`src/rtl/sliding_window_buffer_pkg.sv`:
```
// sliding_window_buffer_pkg: width helpers, wrapped pointer add and stride clamp
package sliding_window_buffer_pkg;
  function automatic int ptr_w(input int depth);
    return depth > 1 ? $clog2(depth) : 1;
  endfunction
  function automatic int cnt_w(input int depth);
    return $clog2(depth + 1);
  endfunction
  // compare-and-subtract wrap; valid because ptr < depth and inc <= depth
  function automatic int unsigned mod_add(input int unsigned ptr, input int unsigned inc, input int unsigned depth);
    int unsigned sum;
    sum = ptr + inc;
    return sum >= depth ? sum - depth : sum;
  endfunction
  function automatic int unsigned clamp_stride(input int unsigned stride, input int unsigned par_read);
    return stride > par_read ? par_read : stride;
  endfunction
endpackage

```
`src/rtl/sliding_window_buffer_ctrl.sv`:
```
// sliding_window_buffer_ctrl: occupancy count, ready/valid, acceptance, flush priority, sticky flags
// ports: clk, rst (async), flush, write_en, read_en, stride in; ready, valid, wacc, racc, step, count, overflow, underflow out
module sliding_window_buffer_ctrl
  import sliding_window_buffer_pkg::*;
#(
  parameter int PAR_WRITE = 1,
  parameter int PAR_READ = 4,
  parameter int DEPTH = 16,
  localparam int CNT_W = cnt_w(DEPTH),
  localparam int SW = $clog2(PAR_READ + 1)
) (
  input  logic             clk,
  input  logic             rst,
  input  logic             flush,
  input  logic             write_en,
  input  logic             read_en,
  input  logic [SW-1:0]    stride,
  output logic             ready,
  output logic             valid,
  output logic             wacc,
  output logic             racc,
  output logic [SW-1:0]    step,
  output logic [CNT_W-1:0] count,
  output logic             overflow,
  output logic             underflow
);
  assign ready = DEPTH - int'(count) >= PAR_WRITE;
  assign valid = int'(count) >= PAR_READ;
  assign step = SW'(clamp_stride(int'(stride), PAR_READ));
  assign wacc = write_en & ready & ~flush;
  assign racc = read_en & valid & ~flush;
  always_ff @(posedge clk or posedge rst) begin
    if (rst) begin
      count <= '0;
      overflow <= 1'b0;
      underflow <= 1'b0;
    end else if (flush) begin
      count <= '0;
      overflow <= 1'b0;
      underflow <= 1'b0;
    end else begin
      count <= CNT_W'(int'(count) + (wacc ? PAR_WRITE : 0) - (racc ? int'(step) : 0));
      overflow <= overflow | (write_en & ~ready);
      underflow <= underflow | (read_en & ~valid);
    end
  end
endmodule

```
`src/rtl/sliding_window_buffer.sv`:
```
// sliding_window_buffer: circular buffer with PAR_WRITE-word writes and a PAR_READ-word strided window
// ports: clk, rst (async), flush, write_en, din, read_en, stride in; ready, dout, valid, count, overflow, underflow out
module sliding_window_buffer
  import sliding_window_buffer_pkg::*;
#(
  parameter int PAR_WRITE = 1,
  parameter int PAR_READ = 4,
  parameter int DEPTH = 16,
  parameter int BITS = 16,
  localparam int PTR_W = ptr_w(DEPTH),
  localparam int CNT_W = cnt_w(DEPTH),
  localparam int SW = $clog2(PAR_READ + 1)
) (
  input  logic                     clk,
  input  logic                     rst,
  input  logic                     flush,
  input  logic                     write_en,
  input  logic [BITS*PAR_WRITE-1:0] din,
  output logic                     ready,
  input  logic                     read_en,
  input  logic [SW-1:0]            stride,
  output logic [BITS*PAR_READ-1:0] dout,
  output logic                     valid,
  output logic [CNT_W-1:0]         count,
  output logic                     overflow,
  output logic                     underflow
);
  logic [BITS-1:0] mem [DEPTH];
  logic [PTR_W-1:0] wptr, rptr;
  logic wacc, racc;
  logic [SW-1:0] step;
  sliding_window_buffer_ctrl #(.PAR_WRITE(PAR_WRITE), .PAR_READ(PAR_READ), .DEPTH(DEPTH)) u_ctrl (
    .clk(clk), .rst(rst), .flush(flush), .write_en(write_en), .read_en(read_en), .stride(stride),
    .ready(ready), .valid(valid), .wacc(wacc), .racc(racc), .step(step), .count(count),
    .overflow(overflow), .underflow(underflow)
  );
  always_ff @(posedge clk or posedge rst) begin
    if (rst) begin
      wptr <= '0;
      rptr <= '0;
    end else if (flush) begin
      wptr <= '0;
      rptr <= '0;
    end else begin
      if (wacc) wptr <= PTR_W'(mod_add(32'(wptr), PAR_WRITE, DEPTH));
      if (racc) rptr <= PTR_W'(mod_add(32'(rptr), 32'(step), DEPTH));
    end
  end
  // flush keeps memory contents; only rst clears them
  always_ff @(posedge clk or posedge rst) begin
    if (rst) for (int i = 0; i < DEPTH; i++) mem[i] <= '0;
    else if (wacc) for (int i = 0; i < PAR_WRITE; i++) mem[PTR_W'(mod_add(32'(wptr), i, DEPTH))] <= din[i*BITS +: BITS];
  end
  for (genvar j = 0; j < PAR_READ; j++) begin : g_win
    assign dout[j*BITS +: BITS] = mem[PTR_W'(mod_add(32'(rptr), j, DEPTH))];
  end
endmodule

```
`config.mk`:
```
export PLATFORM = sky130hd
export DESIGN_NAME = sliding_window_buffer
export DESIGN_NICKNAME = d
export VERILOG_FILES = /design/src/rtl/sliding_window_buffer_pkg.sv /design/src/rtl/sliding_window_buffer_ctrl.sv /design/src/rtl/sliding_window_buffer.sv
export SDC_FILE = /design/constraint.sdc
export NUM_CORES = 1
export LEC_CHECK = 0
export BUFFER_PORTS_ARGS = -buffer_cell sky130_fd_sc_hd__buf_2
export CAP_MARGIN = 40
export CORE_MARGIN = 5
export CORE_UTILIZATION = 26
export DETAILED_ROUTE_END_ITERATION = 8
export PLACE_DENSITY = 0.41
export SLEW_MARGIN = 20
export SYNTH_ARGS = -nofsm -noshare
export SYNTH_HDL_FRONTEND = slang
export SYNTH_HIERARCHICAL = 1
export SYNTH_SLANG_ARGS = --single-unit
export TNS_END_PERCENT = 50
```
`constraint.sdc`:
```
create_clock -name clk -period 9.5 [get_ports clk]
set_input_delay 0 -clock clk [delete_from_list [all_inputs] [get_ports clk]]
set_output_delay 0 -clock clk [all_outputs]
set_load 0.005 [all_outputs]
```
==> After elaboration in Yosys (flattened, before gate mapping) <==
Cells that the tools add are included.
W data, S select, Z words.
{ "classes": {"add_sub_neg": 15, "n_lt_le_gt_ge": 16, "mux": 32, "bitwise_logic": 16, "n_reduce_logical": 3} }
{ "op_table": {"columns": ["operator", "n"], "rows": [
  ["$bmux W16 S4", 4],
  ["$bwmux W256", 1],
  ["$mux W16", 9],
  ["$demux W16 S4", 1],
  ["$ge A5 B5 Y1 const B", 10],
  ["$mux W4", 11],
  ["$ge A32 B2 Y1 const B", 1],
  ["$sub A4 B1 Y4 const B", 7],
  ["$not A4 Y5", 5],
  ["$add A4 B1 Y5 const B", 2],
  ["$add A4 B2 Y5 const B", 2],
  ["$ge A4 B5 Y1 const B", 2],
  ["$and A1 B1 Y1", 6],
  ["$mux W3", 2],
  ["$sub A5 B5 Y6 const A", 1],
  ["$add A4 B3 Y5", 1],
  ["$add A5 B5 Y5", 1],
  ["$ge A5 B3 Y1 const B", 1],
  ["$lt A5 B1 Y1 const B", 1],
  ["$mux W5", 1],
  ["$sub A5 B5 Y5", 1],
  ["$reduce_bool A2 Y1", 2],
  ["$gt A3 B3 Y1 const B", 1],
  ["$mux W1", 3],
  ["3 further kinds", 6]
]} }
{ "word_totals": {"ff_bits": 271, "inputBits": 24, "out_inout_bits": 73, "wordCells": 103} }

==> Longest topological paths before layout <==
{ "depth": {"ltp_word": 8, "depth_mapped": 13, "depth_no_buf": 13} }

==> Cells and area by module <==
The synthesis kept the hierarchy.
{ "by_module_without_submodules": {"columns": ["module", "n_inst", "cells_per_inst", "area_per_inst_um2", "seq_area_each_um2"], "rows": [
  ["sliding_window_buffer", 1, 1249, 17764.5, 6606.3],
  ["sliding_window_buffer_ctrl", 1, 60, 560.5, 175.2]
]} }

==> Worst setup path after synthesis <==
Ideal clock, no wire load.
{ "synth_timing": {"kind": "register to register", "startpoint": "register u_ctrl.count[4]", "endpoint": "register u_ctrl.count[4]", "setup_ps": 125, "arrival_time_ps": 2857, "t_required_ps": 9375, "path_slack_ps": 6518, "path_stages_with_launch": 14, "n_path_buf": 0, "synth_period_minus_slack_ps": 2982, "cell_sequence": "dfrtp_1 inv_1 ha_1 nor2b_1 nor3b_2 and2_1 ha_1 inv_1 ha_1 inv_1 fa_1 nand2b_1 a21oi_1 mux2_2"} }
{ "synth_between": {"elab_cells_between_ends": 12, "classes_between": "3 x add/sub; 2 x order compare; 3 x mux; 4 x bitwise"} }
{ "synth_lines": {"columns": ["element", "line", "text"], "rows": [
  ["from (decl)", "sliding_window_buffer_ctrl.sv:23", "output logic [CNT_W-1:0] count,"],
  ["from (signal assigned)", "sliding_window_buffer_ctrl.sv:42", "count <= CNT_W'(int'(count) + (wacc ? PAR_WRITE : 0) - (racc ? int'(step) : 0));"],
  ["$ge A5 B3 Y1", "sliding_window_buffer_ctrl.sv:28", "assign valid = int'(count) >= PAR_READ;"],
  ["$and A1 B1 Y1 (2 in series)", "sliding_window_buffer_ctrl.sv:31", "assign racc = read_en & valid & ~flush;"],
  ["via racc", "sliding_window_buffer.sv:30", "logic wacc, racc;"],
  ["$mux W3", "sliding_window_buffer_ctrl.sv:42", null],
  ["$sub A5 B5 Y5", "sliding_window_buffer_ctrl.sv:42", null],
  ["$mux W5", "sliding_window_buffer_ctrl.sv:37", "end else if (flush) begin"]
]} }
The timed path passes the listed nets, and every way through them passes these cells.
A chain may end at the register's enable or synchronous reset.

==> Worst setup path in the final report <==
{ "layout_timing": {"startpoint": "register rptr[1]", "endpoint": "output port dout[63]"} }
{ "layout_between": {"elab_chain_cells": 7, "elab_cells_between_ends": 8, "classes_between": "2 x add/sub; 1 x order compare; 4 x mux; 1 x bitwise"} }
{ "layout_lines": {"columns": ["element", "line", "text"], "rows": [
  ["from (decl)", "sliding_window_buffer.sv:29", "logic [PTR_W-1:0] wptr, rptr;"],
  ["from (signal assigned)", "sliding_window_buffer.sv:46", "if (racc) rptr <= PTR_W'(mod_add(32'(rptr), 32'(step), DEPTH));"],
  ["$add A4 B2 Y5 (*)", "sliding_window_buffer_pkg.sv:12", "sum = ptr + inc;"],
  ["$sub A4 B1 Y4 or $ge A5 B5 Y1 (tied branches)", "sliding_window_buffer_pkg.sv:13", "return sum >= depth ? sum - depth : sum;"],
  ["$mux W4 (*)", "sliding_window_buffer_pkg.sv:13", null],
  ["$not A4 Y5 (implied by the code) (*)", "sliding_window_buffer.sv:55", "assign dout[j*BITS +: BITS] = mem[PTR_W'(mod_add(32'(rptr), j, DEPTH))];"],
  ["$bmux W16 S4 (*)", "sliding_window_buffer.sv:55", null],
  ["$mux W16 (implied by the code) (*) (2 in series)", "sliding_window_buffer.sv:55", null],
  ["to (decl)", "sliding_window_buffer.sv:22", "output logic [BITS*PAR_READ-1:0] dout,"]
]} }
Every way passes the cells marked *; elsewhere a longest branch is shown, timed or not. The select of a mux whose other input is x is not followed.

==> results.py <==
metrics = {
    "worst_setup_path": {
        "cpMaxStageDelayCell": "dfrtp_4",
        "crit_required_ns": 9.50,
        "cpPeakStageDelay_ns": 0.78,
        "start_kind": "flip-flop",
        "path_class": "reg -> out",
        "worst-endpoint-arrival_ns": 4.34,
        "crit_chain": "inv_1 -> ha_4 -> buf_4 -> buf_12 -> mux4_2 -> nor2b_1 -> a31oi_1 -> buf_2",
        "r2r_slack_ns": 6.12,
        "end_kind": "output port",
        "path_max_fanout": 43,
    },
    "clocking": {
        "post_cts_buffers": 0,
        "cts_made_buffers": 36,
        "cts_tree": "done",
        "clock_latency_ns": 0.55,
        "holdBufCountCts": 24,
        "path_clk_slew_ns": 0.06,
        "clock_path_buffers": 3,
        "numClockSinks": 271,
        "cts_resized": 0,
        "clockRootBuffer": "clkbuf_16",
        "cts_max_level": 2,
    },
    "placement": {
        "io_buffers": 96,
        "dp_slack_ns": 5.23,
        "place_congestion": 0.775,
        "numPlacedInstances": 2255,
        "hpwl_mm": 38.9,
        "place_area_sq_um": 19800,
    },
    "synth": {
        "yosysSeqAreaShare": 0.370,
        "syn_avg_cell_area_sq_um": 14.0,
        "syn_nets": 1355,
        "synth_edf_count": 0,
        "yosysWarningCount": 6,
        "synth_area_leaders": "dfrtp_1 (37%), mux4_2 (28%), mux2_2 (15%)",
        "synth_area_leader_cell": "dfrtp_1",
        "synth_area_sq_um": 18300,
        "ys_async_sr_fraction": 1.00,
        "synth-seq-cells": 271,
        "synth_top_area_share": 0.370,
        "ys.flop_type": "dfrtp_1",
        "synth_cells": 1309,
        "synth_cell_types": 38,
    },
    "global_routing": {
        "grt_pass1_vias": 13000,
        "grt_pass1_wl_mm": 93.2,
        "grt-ovfl-total": 0,
        "globalRouteTotalUtil": 0.166,
        "antenna_found_initial": 2,
        "grt_max_degree": 128,
    },
    "drt": {
        "drc": 0,
        "detail_route.wl_per_cell_um": 26.7,
        "wl_mm": 62.7,
        "firstDrtPassIters": 6,
        "drt_iter0_drc": 903,
        "avgViaCountPerCell": 5.36,
        "vias": 12600,
        "ant_nets": 0,
    },
    "die": {
        "die_area_sq_um": 75900,
        "io_pins": 97,
        "fp.dieW_um": 275,
        "core_sq_um": 70000,
        "die_y_um": 275,
        "initial_utilization": 0.262,
        "row_count": 97,
    },
    "power": {
        "pwr_density_cell_nw_per_um2": 184,
        "p_int_mw": 2.63,
        "p_switching_mw": 1.30,
        "clock_power_share": 0.342,
        "seqPwrFrac": 0.349,
        "ir_worst_vdd_mv": 0.0983,
        "pwr-share-comb": 0.309,
        "power.share.switching": 0.331,
        "p_leak_nw": 8.81,
    },
    "layout": {
        "area_growth_pct": 16.8,
        "layout.cells.non_filler": 2349,
        "layout_commonest_cell": "dfrtp_1",
        "post-route-util": 0.306,
        "layout_common_cells": "dfrtp_1 (269), mux2_2 (248), mux4_2 (224)",
        "drive_gt1_frac": 0.491,
        "nNetsFinal": 1430,
        "finalInstanceArea_sq_um": 21400,
    },
    "timing": {
        "hold_violations": 0,
        "worst_slack_ns": 5.16,
        "slew_viol_final": 0,
        "setup_violations": 0,
        "rsz0062_at_grt": "no",
        "finalClockSkew_ns": 0.0251,
        "final.setup.tns_ns": 0,
        "relSlewSlack": 0.411,
        "fmax_mhz": 230,
        "tightest_slew_ns": 0.883,
        "fin_crit_sh": 0.457,
        "period_needed_ns": 4.34,
    },
    "run": {
        "drv_cap": 0,
    },
    "min_path": {
        "hold_class": "in -> async",
    },
    "run_status": {
        "status": "finished, final reports clean",
    },
}
-- worst max-delay path: cells and delay by family (launching register included) --
kind	cells	cell delay, ns
compound gates	1	0.58
fa+ha+maj	1	0.73
buf+inv	4	1.19
flops	1	0.78
mux	1	0.34
simple gates	1	0.15
-- synth_stat cells, types with 2 or more instances --
| cell | number |
|---|---|
| a21oi_1 | 23 |
| buf_6 | 6 |
| and2_1 | 16 |
| a22oi_1 | 35 |
| mux2_1 | 10 |
| nor3_2 | 4 |
| fa_1 | 2 |
| clkbuf_1 | 41 |
| buf_4 | 12 |
| a211oi_1 | 30 |
| nand2_1 | 85 |
| a21o_1 | 2 |
| nand4_1 | 5 |
| xor2_1 | 6 |
| inv_1 | 16 |
| mux4_2 | 224 |
| mux2i_1 | 67 |
| mux2_2 | 248 |
| buf_2 | 60 |
| ha_1 | 20 |
| a31oi_1 | 29 |
| xnor2_1 | 3 |
| nand3_1 | 14 |
| dfrtp_1 | 271 |
| buf_1 | 6 |
| buf_8 | 5 |
| nor2b_1 | 42 |
| nor2_1 | 17 |
-- layer usage --
layer  vias to the layer above  share of wire  wire length [um]  global-route usage
li1                       5303              -                 -                   -
met1                      6819           0.45             28000               0.232
met2                       377           0.47             29800               0.265
met3                        89          0.052              3290              0.0312
met4                         2          0.026              1650              0.0457
met5                         -        0.00021                13                   0
-- cells by family (layout without fill, tap and decap cells) --
group,after synthesis,after routing,synth area share
AOI/OAI and AO/OA,122,122,0.0452
xor gates and xnor gates,10,10,0.00519
adders and majority gates,22,22,0.0158
buffers and inverters,146,245,0.0420
DFF,271,271,0.370
muxes,549,549,0.470
other,0,1,0
and+or+nand+nor,189,189,0.0513
-- power by group through the flow --
| stage | Clock [mW] | Combinational, mW | Sequential (mW) |
|---|---|---|---|
| after CTS | 1.39 | 1.21 | 1.37 |
| after detailed placement | 0 | 1.20 | 1.39 |
| final | 1.34 | 1.21 | 1.37 |
| after floorplan | 0 | 0.753 | 1.35 |
| after global routing | 1.44 | 1.31 | 1.39 |
| after global placement | 0 | 1.17 | 1.39 |
-- state kept, by name, summed over array words and instances, names as in the netlist --
register and flops:
mem 256, rptr 4, u_ctrl/count 5, u_ctrl/overflow 1, u_ctrl/underflow 1, wptr 4
-- layout make-up --
class,instances,area (sq um)
Clock inverter,12,95.1
Multi-Input combinational cell,892,10900
Antenna cell,1,2.50
Clock buffer,50,1050
Timing Repair Buffer,167,1300
Sequential cell,271,6790
Tap cell,940,1180
Inverter,16,67.6
Fill cell,6992,48600
-- through the flow --
step,total power [mW],hold slack (ns)
after detailed placement,2.59,0.0332
after floorplan,2.10,-0.197
final,3.93,0.101
after global routing,4.14,0.173
after CTS,3.98,0.122
after global placement,2.56,0.0429
-- path summary, 6_finish.rpt --
kind,endpoint,from,depth (start not counted)
min in group clk,rptr[0]$_DFFE_PP0P_,stride[0],5
worst max-delay path,dout[63],rptr[1]$_DFFE_PP0P_,8
worst min register to register,mem[135]$_DFFE_PP0P_,mem[135]$_DFFE_PP0P_,1
worst max register to register,u_ctrl/count[4]$_DFF_PP0_,u_ctrl/count[4]$_DFF_PP0_,13
worst min-delay path,mem[26]$_DFFE_PP0P_,rst,3
max in group asynchronous,mem[252]$_DFFE_PP0P_,rst,7
Note: power is estimated with default switching activity, not from simulation.
